<file path="config.mk">
export PLATFORM = sky130hd
export DESIGN_NAME = serial_adder
export DESIGN_NICKNAME = d
export VERILOG_FILES = /design/src/rtl/serial_adder.sv
export SDC_FILE = /design/constraint.sdc
export NUM_CORES = 1
export LEC_CHECK = 0
export CORE_MARGIN = 2
export CORE_UTILIZATION = 40
export CTS_CLUSTER_DIAMETER = 30
export DETAILED_ROUTE_END_ITERATION = 8
export SLEW_MARGIN = 20
export SYNTH_ARGS = -nofsm -noshare
export SYNTH_HDL_FRONTEND = slang
export SYNTH_SLANG_ARGS = --single-unit
</file>
<file path="constraint.sdc">
create_clock -name clk -period 3.4 [get_ports clk]
set_input_delay 0.51 -clock clk [delete_from_list [all_inputs] [get_ports clk]]
set_output_delay 0.51 -clock clk [all_outputs]
set_load 0.01 [all_outputs]
</file>
<file path="src/rtl/serial_adder.sv">
// rtl/serial_adder.sv - bit-serial adder/subtractor with start/busy/done handshake
module serial_adder #(
  parameter int WIDTH          = 8,
  parameter int BITS_PER_CYCLE = 1
) (
  input  logic             clk,
  input  logic             rst,
  input  logic             start,
  input  logic             mode,
  input  logic [WIDTH-1:0] a,
  input  logic [WIDTH-1:0] b,
  input  logic             cin,
  output logic [WIDTH-1:0] sum,
  output logic             cout,
  output logic             overflow,
  output logic             busy,
  output logic             done
);

  localparam int B     = BITS_PER_CYCLE;
  localparam int STEPS = WIDTH / BITS_PER_CYCLE;
  localparam int CW    = (STEPS > 1) ? $clog2(STEPS) : 1;

  typedef enum logic [1:0] {
    IDLE = 2'd0,
    RUN  = 2'd1,
    DONE = 2'd2
  } state_t;

  state_t           state;
  logic [WIDTH-1:0] op_a;
  logic [WIDTH-1:0] op_b;
  logic [WIDTH-1:0] acc;
  logic             carry;
  logic [CW-1:0]    step;

  logic [B:0]       chunk;
  logic [WIDTH-1:0] chunk_ext;
  logic [WIDTH-1:0] acc_next;
  logic             msb_cin;
  logic             last;

  // One chunk of the ripple: low bits of both operands plus the carry flop,
  // with the result chunk entering the accumulator from the MSB end.
  always_comb begin
    chunk     = {1'b0, op_a[B-1:0]} + {1'b0, op_b[B-1:0]} + {{B{1'b0}}, carry};
    chunk_ext = WIDTH'(chunk[B-1:0]);
    acc_next  = (acc >> B) | (chunk_ext << (WIDTH - B));
    // Carry into the top bit of this chunk, recovered from its sum bit;
    // only meaningful on the last step where that bit is the operand MSB.
    msb_cin   = op_a[B-1] ^ op_b[B-1] ^ chunk[B-1];
    last      = (step == CW'(STEPS - 1));
  end

  // Control FSM and datapath registers; outputs are all registered here.
  always_ff @(posedge clk) begin
    if (rst) begin
      state    <= IDLE;
      op_a     <= '0;
      op_b     <= '0;
      acc      <= '0;
      carry    <= 1'b0;
      step     <= '0;
      sum      <= '0;
      cout     <= 1'b0;
      overflow <= 1'b0;
      busy     <= 1'b0;
      done     <= 1'b0;
    end else begin
      done <= 1'b0;
      case (state)
        IDLE: begin
          if (start) begin
            // Subtraction is A + ~B + 1, so invert B and force the carry.
            op_a  <= a;
            op_b  <= mode ? ~b : b;
            carry <= mode ? 1'b1 : cin;
            step  <= '0;
            busy  <= 1'b1;
            state <= RUN;
          end
        end
        RUN: begin
          op_a  <= op_a >> B;
          op_b  <= op_b >> B;
          acc   <= acc_next;
          carry <= chunk[B];
          step  <= step + 1'b1;
          if (last) begin
            sum      <= acc_next;
            cout     <= chunk[B];
            overflow <= msb_cin ^ chunk[B];
            done     <= 1'b1;
            state    <= DONE;
          end
        end
        DONE: begin
          busy  <= 1'b0;
          state <= IDLE;
        end
        default: begin
          busy  <= 1'b0;
          state <= IDLE;
        end
      endcase
    end
  end

endmodule

</file>
=== Word level (Yosys, flattened, before mapping) ===
Index checks and enable logic that the tools add are counted.

* Input port bits: 21
* Register bits after elaboration: 42
* Output and inout bits: 12
* Word-level logic and storage cells: 47

* Reduce and logical (&&, ||, !) cells: 7
* Bitwise operators: 6
* $add $sub $neg: 3
* Multiplexer cells: 16
* Equal/unequal tests: 4

{| class="wikitable"
|+ Operator list
! operator !! number
|-
| case mux 8 bit (2 select lines) || 2
|-
| two-way mux 8 bit || 3
|-
| inverter 8 bit || 1
|-
| bitwise OR 7 x 8 -> 8 bit || 1
|-
| AND reduction 2 bit || 4
|-
| case mux 3 bit (2 select lines) || 1
|-
| two-way mux 1 bit || 4
|-
| two-way mux 2 bit || 2
|-
| != test 2 bit (second input constant) || 2
|-
| case mux 1 bit (2 select lines) || 2
|-
| case mux 2 bit (2 select lines) || 1
|-
| adder 3 x 1 -> 3 bit (second input constant) || 1
|-
| == test 3 bit (second input constant) || 1
|-
| two-way mux 3 bit || 1
|-
| XOR 1 bit || 3
|-
| adder 1 x 1 -> 2 bit || 1
|-
| adder 2 x 1 -> 2 bit || 1
|-
| == test 2 x 1 -> 1 bit (second input constant) || 1
|-
| zero test 2 bit || 1
|-
| nonzero test 2 bit || 1
|-
| OR reduction 2 bit || 1
|-
| inverter 1 bit || 1
|}

=== Depth between registers and ports, before layout ===
Gate-level depths: netlist of run 1.

* Word-level depth: 4
* Depth in mapped cells: 6
* Depth with buffers taken out: 5

=== Worst setup path before layout of run 1 ===
OpenSTA, ideal clock, no wires.

* Path type: flip-flop to flip-flop
* Start point: register op_a[0]
* End point: register overflow
* Clock period less this slack: 1.410 ns
* Library setup time: 0.079 ns
* Stages on the path, launching flop included: 5
* Data arrival time: 1.331 ns
* Buffers on the path: 0
* Required time: 3.321 ns
* Path slack: 1.990 ns
* Path through: dfxtp_1 > fa_1 > xnor2_1 > xnor2_1 > a211oi_2

* Cells in the longest elaborated chain, start to end: 4
* Elaborated cells between the ends (all ways): 5
* Those cells by class: add/sub: 2; bitwise: 3

{| class="wikitable"
|+ Ends and longest elaborated chain
! what !! RTL line !! source
|-
| start: declaration || 31 || <nowiki>logic [WIDTH-1:0] op_a;</nowiki>
|-
| start signal: assignment || 84 || <nowiki>op_a <= op_a >> B;</nowiki>
|-
| adder 1 x 1 -> 2 bit || 46 || <nowiki>chunk = {1'b0, op_a[B-1:0]} + {1'b0, op_b[B-1:0]} + {{B{1'b0}}, carry};</nowiki>
|-
| adder 2 x 1 -> 2 bit || 46 ||
|-
| XOR 1 bit || 51 || <nowiki>msb_cin = op_a[B-1] ^ op_b[B-1] ^ chunk[B-1];</nowiki>
|-
| XOR 1 bit (*) || 92 || <nowiki>overflow <= msb_cin ^ chunk[B];</nowiki>
|-
| end signal: assignment || 92 ||
|-
| end: declaration || 15 || <nowiki>output logic overflow,</nowiki>
|}

Mark *: on every way between the ends. The rest lies on a longest branch, timed or not.
A chain may end at the register's enable or synchronous reset.

=== Final worst setup path of run 1 ===
* Start point: input start
* End point: register op_b[5]

* Cells in the longest elaborated chain, start to end: 2

{| class="wikitable"
|+ Ends and longest elaborated chain
! what !! RTL line !! source
|-
| start: declaration || 8 || <nowiki>input logic start,</nowiki>
|-
| != test 2 bit (no line) || - ||
|-
| AND reduction 2 bit (no line) || - ||
|-
| end signal: assignment || 76 || <nowiki>op_b <= mode ? ~b : b;</nowiki>
|-
| end signal: assignment || 85 || <nowiki>op_b <= op_b >> B;</nowiki>
|-
| end: declaration || 32 || <nowiki>logic [WIDTH-1:0] op_b;</nowiki>
|}

No other way between the ends.

==> out/metrics.cfg, run 1 <==
[clocking]
clk_latency_ps = 290
h-tree-depth = 2
clock-sinks = 41
clk_pin_slew_ps = 70
ctsResizeCount = 0
holdBufCountCts = 0
clock-root-buffer = clkbuf_8
postCtsSetupRepairBufs = 0
cts_tree = built
cts_made_buffers = 5
cts.path.max_buffers = 2

[sta]
final_hold_viol_count = 0
period_needed_ps = 1960
slew_violations = 0
fin_skew_ps = 4.78
finalCritPeriodShare_pct = 57.6
fmax_mhz = 511
grt_setup_unrepaired = false
finalSetupViolCount = 0
max_slew_margin_pct = 54.2
whs_ps = 458
setup-tns-final_ps = 0
worstMarginPinSlew_ps = 686

[drt]
vias = 1417
drtIter0Drc = 64
drc = 0
routed_wl_mm = 3.66
drtPass1Iterations = 4
wl_per_cell_um = 13.3
avgViaCountPerCell = 5.17
ant_nets = 0

[placed_design]
dp.cells = 266
io_buffers = 32
gp_congestion = 0.800
hpwlAfterDp_mm = 2.56

[yosys]
synth_seq_cells = 41
syn_nets = 219
synth_cells = 195
yosys_warnings = 0
yosysUniqueCellTypes = 38
synth-edff-count = 0
ys.flop_type = dfxtp_1
syn_area_sq_mm = 0.00180
yosysSeqAreaShare_pct = 45.7
synthTopCellsByArea = dfxtp_1, a21oi_1, nand2_1, o2bb2ai_1, xor2_1
synth_top_cell_by_area = dfxtp_1
synth.avg_cell_area_sq_um = 9.22
synth_top_area_share_pct = 45.7
async_flop_share_pct = 0

[power_and_ir_drop]
power_density_mw_per_mm2 = 453
power_uw = 987
p_leak_uw = 0.000775
ir_drop_mv = 0.231

[die]
core_sq_mm = 0.00435
rows = 24
die_h_um = 71.0
io_pins = 33
initial_core_util_pct = 41.3
dieArea_sq_mm = 0.00505
chipWidth_um = 71.0

[setup_path]
cp_max_fo = 18
arrival_ps = 2180
endpoint_kind = flop
start_kind = primary input
crit_type = primary input to flop
required_ps = 3630

[outcome]
status = complete, no violations

[global_route]
grt_pass1_vias = 1401
grt_overflow = 0
grt_pass1_wl_mm = 6.22
grt_usage_pct = 15.6
grt_max_degree = 27
grt_antenna_before_repair = 0

[flow_run]
drv_cap = 0

[finish]
drive_above_1_share_pct = 6.76
antennaDiodeCount = 0
multiInputGateArea_sq_um = 850
finalNonFillerCells = 274
fillCellCount = 394
area_growth_syn_to_layout_pct = 21.2
ff_latch_area_sq_um = 821
fin_nets = 245

[min_path]
min-delay-path-class = flop to flop

[layout make-up]
type / instances / share of cell area, %
Clock buffer: 7 / 4.42
Clock inverter: 1 / 0.230
Inverter: 4 / 0.689
Multi-Input combinational cell: 136 / 39.0
Sequential cell: 41 / 37.7
Tap cell: 52 / 2.99
Timing Repair Buffer: 33 / 15.0
[worst paths after layout]
| path | from | endpoint | slack, ps | depth (start not counted) |
|---|---|---|---|---|
| worst max-delay path | start | op_b[5]$_SDFFE_PP0P_ | 1440 | 4 |
| worst max register to register | state[0]$_SDFFE_PP0P_ | op_a[5]$_SDFFE_PP0P_ | 1680 | 2 |
| worst min-delay path | sum[2]$_SDFFE_PP0P_ | sum[2]$_SDFFE_PP0P_ | 460 | 2 |
| worst min register to register | sum[2]$_SDFFE_PP0P_ | sum[2]$_SDFFE_PP0P_ | 460 | 2 |
[where the power goes]
group / leakage [uW] / total [uW] / switching, uW / internal, uW
Sequential: 0.000335 / 523 / 20.3 / 502
Clock: 0.0000542 / 342 / 158 / 183
Combinational: 0.000386 / 123 / 60.2 / 62.9
Total: 0.000775 / 987 / 239 / 748
[metal layers]
layer | GRT usage [%] | part of all wire [%] | vias to the layer above
met1 | 18.7 | 46 | 650
met2 | 25.3 | 47 | 24
met4 | 7.97 | 2.1 | 0
met3 | 4.70 | 4.1 | 8
li1 | - | - | 735
met5 | 0 | 0 | -
[cells by family after synthesis]
logic type | Yosys count | share of synthesized area, %
simple gates | 60 | 15.7
xor+xnor | 11 | 5.36
flops | 41 | 45.7
fa+ha+maj | 3 | 2.51
buf+inv | 18 | 7.10
compound gates | 61 | 23.1
mux | 1 | 0.557
[layout by cell type (no fill, tap or decap)]
cell type,instances
nand4_1,2
o221a_2,1
o21ai_0,7
a21oi_1,25
fa_1,1
inv_1,2
a22oi_1,9
nor2_1,12
a211oi_2,1
a2bb2oi_1,1
o21a_1,1
o2bb2ai_1,8
o221ai_1,5
nand2b_1,3
xor2_1,8
clkinv_2,1
a221oi_1,1
inv_2,2
nand3b_1,1
and2b_1,1
buf_4,1
xnor2_1,3
clkdlybuf4s50_1,32
nand2_2,1
dfxtp_1,41
o22ai_1,1
clkbuf_8,7
nand2_1,32
or3b_1,5
mux2i_1,1
and2_1,1
and3b_1,1
o21bai_4,1
ha_1,2
nor2b_1,1
[synthesized netlist by cell type (2+ instances only)]
library cell / count
o2bb2ai_1: 8
clkbuf_8: 2
o21ai_0: 7
buf_6: 2
xnor2_1: 3
nand4_1: 2
buf_4: 6
xor2_1: 8
a22oi_1: 9
nor2_1: 12
nand2b_1: 3
dfxtp_1: 41
a21oi_1: 25
inv_2: 2
inv_1: 2
or3b_1: 5
nand2_1: 32
o221ai_1: 5
ha_1: 2
[registers in the layout, summed over array words and instances (netlist names)]
register	flops
op_a	8
op_b	8
sum	8
acc	7
step	3
state	2
busy	1
carry	1
cout	1
done	1
overflow	1
[critical path, stage by stage]
cell and delay [ps]:
clkdlybuf4s50_1 810, nor2b_1 530, a22oi_1 150, o2bb2ai_1 170
[metrics by stage]
stage	util [%]	worst slack [ps]	cell area, sq um
after floorplan	-	1990	1800
after global placement	47.7	1280	2080
after detailed placement	47.7	1160	2080
after CTS	50.1	1470	2180
after global routing	50.1	1330	2180
final	50.1	1440	2180
Power figures use the tool's default switching activity.
==> inputs of run 2 (changes only) <==
- clock period: 3.4 -> 1.85 ns (I/O delays scaled with it)
==> run 2 against run 1 <==
Net effect: count of clock-buffer cells in the layout fell by 1; cell area rose by 0.86%; die area did not move; global-route usage rose by 0.32 points; sequential power rose by 82%; non-clock buffer count rose by 4; sequential cell count did not move; clock power rose by 73%; wire length barely moved; via count rose by 2.3%; largest cell class unchanged; largest power group unchanged.
==> out/metrics.cfg, run 2 (synthesis results as in run 1) <==
[finish]
area_growth_syn_to_layout_pct = 22.3
final_cell_area_sq_mm = 0.00220
drive_above_1_share_pct = 8.00
layout_common_cells = dfxtp_1, nand2_1, clkdlybuf4s50_1, a21oi_1, nor2_1
utilization_pct = 50.5
fillCellCount = 418
layout_commonest_cell = dfxtp_1
fin_nets = 249
reg_top3 = op_a (8), op_b (8), sum (8)
antennaDiodeCount = 0

[sta]
finalCritPeriodShare_pct = 83.5
slew_violations = 0
max_slew_margin_pct = 64.9
setup-tns-final_ps = 0
fin_skew_ps = 10.2
worstMarginPinSlew_ps = 527
final_hold_viol_count = 0
grt_setup_unrepaired = false
period_needed_ps = 1540
finalSetupViolCount = 0
fmax_mhz = 648

[min_path]
min-delay-path-class = flop to flop

[drt]
routed_wl_mm = 3.65
avgViaCountPerCell = 5.23
vias = 1449
drc = 0
drtIter0Drc = 72
drtPass1Iterations = 4
wl_per_cell_um = 13.2
ant_nets = 0

[clocking]
clk_latency_ps = 290
h-tree-depth = 2
clock-sinks = 41
postCtsSetupRepairBufs = 0
holdBufCountCts = 0
clk_pin_slew_ps = 80
cts_made_buffers = 5
cts.path.max_buffers = 2
ctsResizeCount = 0
clock-root-buffer = clkbuf_8
cts_tree = built

[setup_path]
cpPeakStageDelay_ps = 640
crit_top_cell = xnor2_1
crit_family = adder cells
endpoint_kind = flop
crit_type = flop to flop
rrSetupSlack_ps = 310
arrival_ps = 1760
worstPathCellList = fa_1 -> xnor2_1 -> xnor2_1 -> a211oi_2
cp_slowest_cell = fa_1
start_kind = flop
required_ps = 2070
cp_max_fo = 4
path_buf_inv = 0

[global_route]
grt_usage_pct = 15.9
grt_pass1_wl_mm = 6.40
grt_overflow = 0
grt_antenna_before_repair = 0
grt_max_degree = 26
grt_pass1_vias = 1345

[die]
io_pins = 33
initial_core_util_pct = 41.3
core_sq_mm = 0.00435
rows = 24
dieArea_sq_mm = 0.00505
chipWidth_um = 71.0
die_h_um = 71.0

[placed_design]
io_buffers = 32
place_area_sq_mm = 0.00211
hpwlAfterDp_mm = 2.54
gp_congestion = 0.745

[power_and_ir_drop]
power_density_mw_per_mm2 = 814
ir_drop_mv = 0.399
p_leak_uw = 0.000784

[outcome]
status = complete, no violations

[flow_run]
drv_cap = 0

==> run 2: final timing paths <==
kind                              from                     to  cells after the start
hold reg to reg    sum[2]$_SDFFE_PP0P_    sum[2]$_SDFFE_PP0P_                      2
setup reg to reg  op_a[0]$_SDFFE_PP0P_  overflow$_SDFFE_PP0P_                      4
setup / recovery  op_a[0]$_SDFFE_PP0P_  overflow$_SDFFE_PP0P_                      4
hold / removal     sum[2]$_SDFFE_PP0P_    sum[2]$_SDFFE_PP0P_                      2
==> run 2: area by class of cell <==
type                            count  area, sq um  area share, %
Clock buffer                        6         82.6           3.76
Clock inverter                      1         7.51          0.341
Inverter                            4         15.0          0.683
Multi-Input combinational cell    136          850           38.6
Sequential cell                    41          821           37.3
Tap cell                           52         65.1           2.96
Timing Repair Buffer               37          358           16.3
==> run 2: metal layers <==
metal	vias to the layer above	wire [um]	track usage [%]
met2	31	1700	24.9
met4	0	47	5.66
met1	669	1740	20.9
met5	-	0	0
met3	4	175	4.70
li1	745	-	-
==> run 2: power breakdown <==
part / switching (uW) / internal, uW / total [uW]
clock network: 298 / 295 / 593
logic: 118 / 124 / 242
registers: 31.2 / 923 / 954
==> run 2: worst reg2reg max path, cell delays in order (launching register included) <==
cell,delay [ps]
dfxtp_1,370
fa_1,640
xnor2_1,150
xnor2_1,100
a211oi_2,210
==> run 2: stage by stage <==
| stage | hold slack, ps | worst slack, ps | cells | power (uW) |
|---|---|---|---|---|
| finish | 456 | 306 | 277 | 1790 |
| detailed placement | 446 | 205 | 270 | 1220 |
| floorplan | 432 | 440 | 195 | 1140 |
| global route | 478 | 168 | 277 | 1880 |
| global placement | 446 | 256 | 270 | 1210 |
| CTS | 457 | 289 | 277 | 1810 |
==> inputs of run 3 (changes only) <==
- PLACE_DENSITY: unset -> 0.66
- clock period: 1.85 -> 1.4 ns (I/O delays scaled with it)
==> run 3 against run 2 <==
Net effect: the flow now finishes with violations (setup timing); setup slack lost 330 ps; sequential cell count is the same; highest routed layer unchanged; clock power rose by 23%; sequential share of layout area fell by 2.2 points; non-clock buffer count rose by 12; cell area grew 6.7%; register-to-register slack got worse by 330 ps; largest cell class unchanged; via count up 2.8%; clock skew is 2.6 ps lower.
==> out/metrics.cfg, run 3 (synthesis results as in run 1) <==
[power_and_ir_drop]
combPwrFrac_pct = 16.1
clockPowerShare_pct = 30.9
p_seq_share_pct = 53.1
power_density_mw_per_mm2 = 1010
power.switching_uw = 598
intPower_uw = 1770
ir_drop_mv = 0.566
netSwitchingFraction_pct = 25.2
p_leak_uw = 0.00103

[setup_path]
worstPathCellList = fa_1 -> xnor2_1 -> xnor2_1 -> a211oi_2
rrSetupSlack_ps = -30
crit_top_cell = xnor2_1
endpoint_kind = flop
crit_type = flop to flop
arrival_ps = 1600
start_kind = flop
required_ps = 1570
worstSetupStartpoint = carry$_SDFFE_PP0P_
reg2reg_depth = 4
r2r_end = overflow$_SDFFE_PP0P_
cp_max_fo = 2
crit_family = adder cells
endpoint = overflow$_SDFFE_PP0P_
path_buf_inv = 0
worstReg2RegStart = carry$_SDFFE_PP0P_
cpPeakStageDelay_ps = 510
worst-path-stages = 4
cp_slowest_cell = fa_1

[sta]
max_slew_margin_pct = 76.9
fin_skew_ps = 7.60
fmax_mhz = 702
setup-tns-final_ps = -25.2
finalSetupViolCount = 1
worstMarginPinSlew_ps = 347
whs_ps = 457
finalCritPeriodShare_pct = 102
slew_violations = 0
period_needed_ps = 1430
fin_ws_ps = -25.2
final_hold_viol_count = 0
grt_setup_unrepaired = true

[finish]
final_cell_area_sq_mm = 0.00234
drive_above_1_share_pct = 14.6
reg_top3 = op_a (8), op_b (8), sum (8)
finalNonFillerCells = 291
antennaDiodeCount = 0
layout_common_cells = dfxtp_1, nand2_1, a21oi_1, clkdlybuf4s50_1, buf_4
area_growth_syn_to_layout_pct = 30.4
fin_nets = 262
layout_commonest_cell = dfxtp_1

[drt]
drtPass1Iterations = 4
wl_per_cell_um = 13.2
vias = 1489
routed_wl_mm = 3.85
drtIter0Drc = 80
avgViaCountPerCell = 5.12
drc = 0
ant_nets = 0

[placed_design]
gp_congestion = 0.806
hpwlAfterDp_mm = 2.58
io_buffers = 32
post-place-ws_ps = -262
place_area_sq_mm = 0.00222
dp.cells = 281

[die]
core_sq_mm = 0.00435
rows = 24
dieArea_sq_mm = 0.00505
initial_core_util_pct = 41.3
die_h_um = 71.0
io_pins = 33
chipWidth_um = 71.0

[global_route]
grt_pass1_wl_mm = 6.58
grt_pass1_vias = 1470
grt_max_degree = 26
grt_overflow = 0
grt_usage_pct = 16.1
grt_antenna_before_repair = 0

[clocking]
clock-sinks = 41
clk_latency_ps = 280
clk_pin_slew_ps = 80
cts.path.max_buffers = 2
clock-root-buffer = clkbuf_8
holdBufCountCts = 0
h-tree-depth = 2
cts_made_buffers = 5
cts_tree = built

[outcome]
status = finished, violations left
violations = setup timing

[flow_run]
drv_cap = 0

[min_path]
min-delay-path-class = flop to flop

[run 3: area by class of cell]
| class | count | area, sq um |
|---|---|---|
| Timing Repair Buffer | 49 | 495 |
| Sequential cell | 41 | 825 |
| Clock inverter | 2 | 10.0 |
| Inverter | 4 | 15.0 |
| Clock buffer | 6 | 72.6 |
| Multi-Input combinational cell | 137 | 862 |
| Tap cell | 52 | 65.1 |
| Fill cell | 403 | 2010 |
[run 3: tightest hold or removal path: stages, from the launching register on]
cell,delay (ps)
dfxtp_1,310
nand2_1,50
a21oi_1,50
[run 3: timing repair]
| action | in CTS | in global routing |
|---|---|---|
| pin swaps | 4 | 3 |
| setup endpoints to repair | 10 | 20 |
| cloned | 0 | 1 |
| endpoints found under the hold margin | 0 | 0 |
| gates resized for setup | 2 | 12 |
| buffers inserted | 0 | 1 |
[run 3: power by group through the flow]
stage / logic, uW / registers (uW) / clock network, uW
after detailed placement: 368 / 1280 / 0
after global routing: 422 / 1270 / 819
after floorplan: 230 / 1280 / 0
after CTS: 373 / 1260 / 749
after global placement: 364 / 1280 / 0
final: 382 / 1260 / 732
[run 3: worst min-delay path by stage]
stage	startpoint	end	slack (ps)	cells after the start
2_1_floorplan	a[7]	op_a[7]$_SDFFE_PP0P_	380	2
3_3_place_gp	cout$_SDFFE_PP0P_	cout$_SDFFE_PP0P_	440	2
3_5_place_dp	acc[1]$_SDFFE_PP0P_	acc[1]$_SDFFE_PP0P_	450	2
4_1_cts	acc[1]$_SDFFE_PP0P_	acc[1]$_SDFFE_PP0P_	460	2
5_1_grt	sum[7]$_SDFFE_PP0P_	sum[7]$_SDFFE_PP0P_	480	2
6_report	sum[6]$_SDFFE_PP0P_	sum[6]$_SDFFE_PP0P_	460	2
[run 3: layer usage]
metal	global-route usage, %	wire length, um	vias up
li1	-	-	771
met1	22.2	1840	684
met4	4.40	41	0
met3	4.27	168	5
met2	25.2	1800	29
met5	0	0	-
[run 3: metrics by stage]
stage          utilization, %  total power (uW)
3_3_place_gp             50.9              1650
2_1_floorplan               -              1510
3_5_place_dp             50.9              1650
5_1_grt                  53.9              2510
6_report                 53.9              2370
4_1_cts                  52.8              2380
==> variant: new RTL, config.mk and constraints of run 3 <==
The 3 states of `state_t` get a one-hot encoding in 3 bits.
--- a/src/rtl/serial_adder.sv
+++ b/src/rtl/serial_adder.sv
@@ -22,8 +22,8 @@
   localparam int CW    = (STEPS > 1) ? $clog2(STEPS) : 1;
 
-  typedef enum logic [1:0] {
-    IDLE = 2'd0,
-    RUN  = 2'd1,
-    DONE = 2'd2
+  typedef enum logic [2:0] {
+    IDLE = 3'b001,
+    RUN  = 3'b010,
+    DONE = 3'b100
   } state_t;
 
Check against the original RTL: no difference found for any inputs over 10 cycles, from zero or initial values and one cycle with rst high; not proved beyond that.
==> variant against run 3 <==
The flow still finishes with violations (negative setup slack). Non-clock buffer count up 14. Sequential cell count up 1. Cell area up 9.6%. Core utilization increased by 5.6 points. Synthesized area decreased by 0.21%. Power grew 6.5%. Wire length increased by 5.2%. Synthesized cell count rose by 8.2%. Critical path depth stayed put. Worst setup slack got worse by 0.0050 ns. Critical endpoint unchanged.
==> variant: results (changes against run 3) <==
Layout
  • Multi-input gate share of total cell area: 36.63% (-0.14 points)
  • Layout cells sized above 1: 21.29% (+6.6 points)
  • Invs w/o clock: 0 (-4)
  • # clk buffers: 7 (+1)
  • #MultiIn Comb: 150 (+9.5%)
  • Nets@finish: 286 (+9.2%)
  • Buffer share of cell area: 24.31% (+3.2 points)
  • Clk tree area frac: 3.556% (+0.034 points)
  • Sequential cell area: 847.1 um2 (+2.7%)
  • Final instance count without filler cells: 315 (+8.2%)

Power
  • VDD IR max: 0.0005662 V (about the same)
  • Combinational power share: 17.6% (+1.5 points)
  • Leak: 1.098 nW (+7.1%)
  • Power in the clock group: 790 uW (+7.9%)
  • Psw: 624.7 uW (+4.5%)
  • P per Cell Area: 983.3 nW/um2 (-2.8%)

Synth
  • Post-Syn Nets: 235 (+7.3%)
  • Compound-Gate Fraction of Synth Area: 14.23% (-8.9 points)
  • Xor and xnor area share after synthesis: 5.370% (+0.011 points)
  • Sequential element share of the synthesized area: 46.86% (+1.2 points)
  • Ranking of synthesized cells by area: dfxtp_1 47%, nand2_1 11%, nor3_1 6.4%, a21oi_1 5.9%, xor2_1 3.9%
  • Count of cell types in the netlist: 28 (-26%)
  • Proportion of synthesized area in mux cells: 0% (-0.56 points)

Route
  • DRT met1 WL: 1884 um (+2.7%)
  • DR WL/cell: 12.84 um (-2.8%)
  • Vias per cell: 5.171 (+1.1%)
  • Metal2 WL: 1925 um (+6.9%)
  • Metal3 WL: 190 um (+13%)

Global routing
  • M1 GR Usage: 22.37% (+0.18 points)
  • Global-route wire length before repair: 6637 um (+0.94%)
  • Number of global-route vias before repair: 1512 (+2.9%)
  • Largest net degree at the start of global routing: 34 (+31%)

Timing
  • Final setup vio count: 1 (unchanged)
  • Worst-margin pin slew: 0.2701 ns (-0.07707 ns)
  • Setup ws final: -0.03019 ns (-0.004996 ns)
  • Clk_skew: 0.004081 ns (-0.003515 ns)
  • Setup TNS: -0.03019 ns (-0.004996 ns)

Placed design
  • Place WS: -0.1596 ns (+0.1027 ns)
  • Post-placement cell area: 2303 um2 (+4.0%)
  • Placed cell count: 302 (+7.5%)

Status
  • Status: finished, violations left
  • Failing checks: negative setup slack

Clock tree
  • Post-cts sizing count: 9 (+7)

Worst setup path
  • Arrival @ worst endpoint: 1.64 ns (+0.04 ns)
## variant: cells by family (layout without fill, tap and decap cells)
group,after synthesis,in the layout
AOI/OAI and AO/OA,41,41
xor gates and xnor gates,11,11
adders and majority gates,3,3
buffers and inverters,19,71
DFF,42,42
and+or+nand+nor,95,95
## variant: tightest hold or removal path: cells and delay by family (launching register included)
| kind | cells | cell delay, ns |
|---|---|---|
| AOI/OAI and AO/OA | 1 | 0.05 |
| and+or+nand+nor | 1 | 0.05 |
| DFF | 1 | 0.31 |
## variant: worst min-delay path by stage
stage / from / endpoint / slack [ns] / depth (start not counted)
floorplan: a[7] / op_a[7] / 0.35 / 2
global placement: acc[1] / acc[1] / 0.44 / 2
detailed placement: acc[1] / acc[1] / 0.45 / 2
CTS: sum[3] / sum[3] / 0.46 / 2
global route: acc[1] / sum[0] / 0.48 / 2
finish: sum[7] / sum[7] / 0.45 / 2
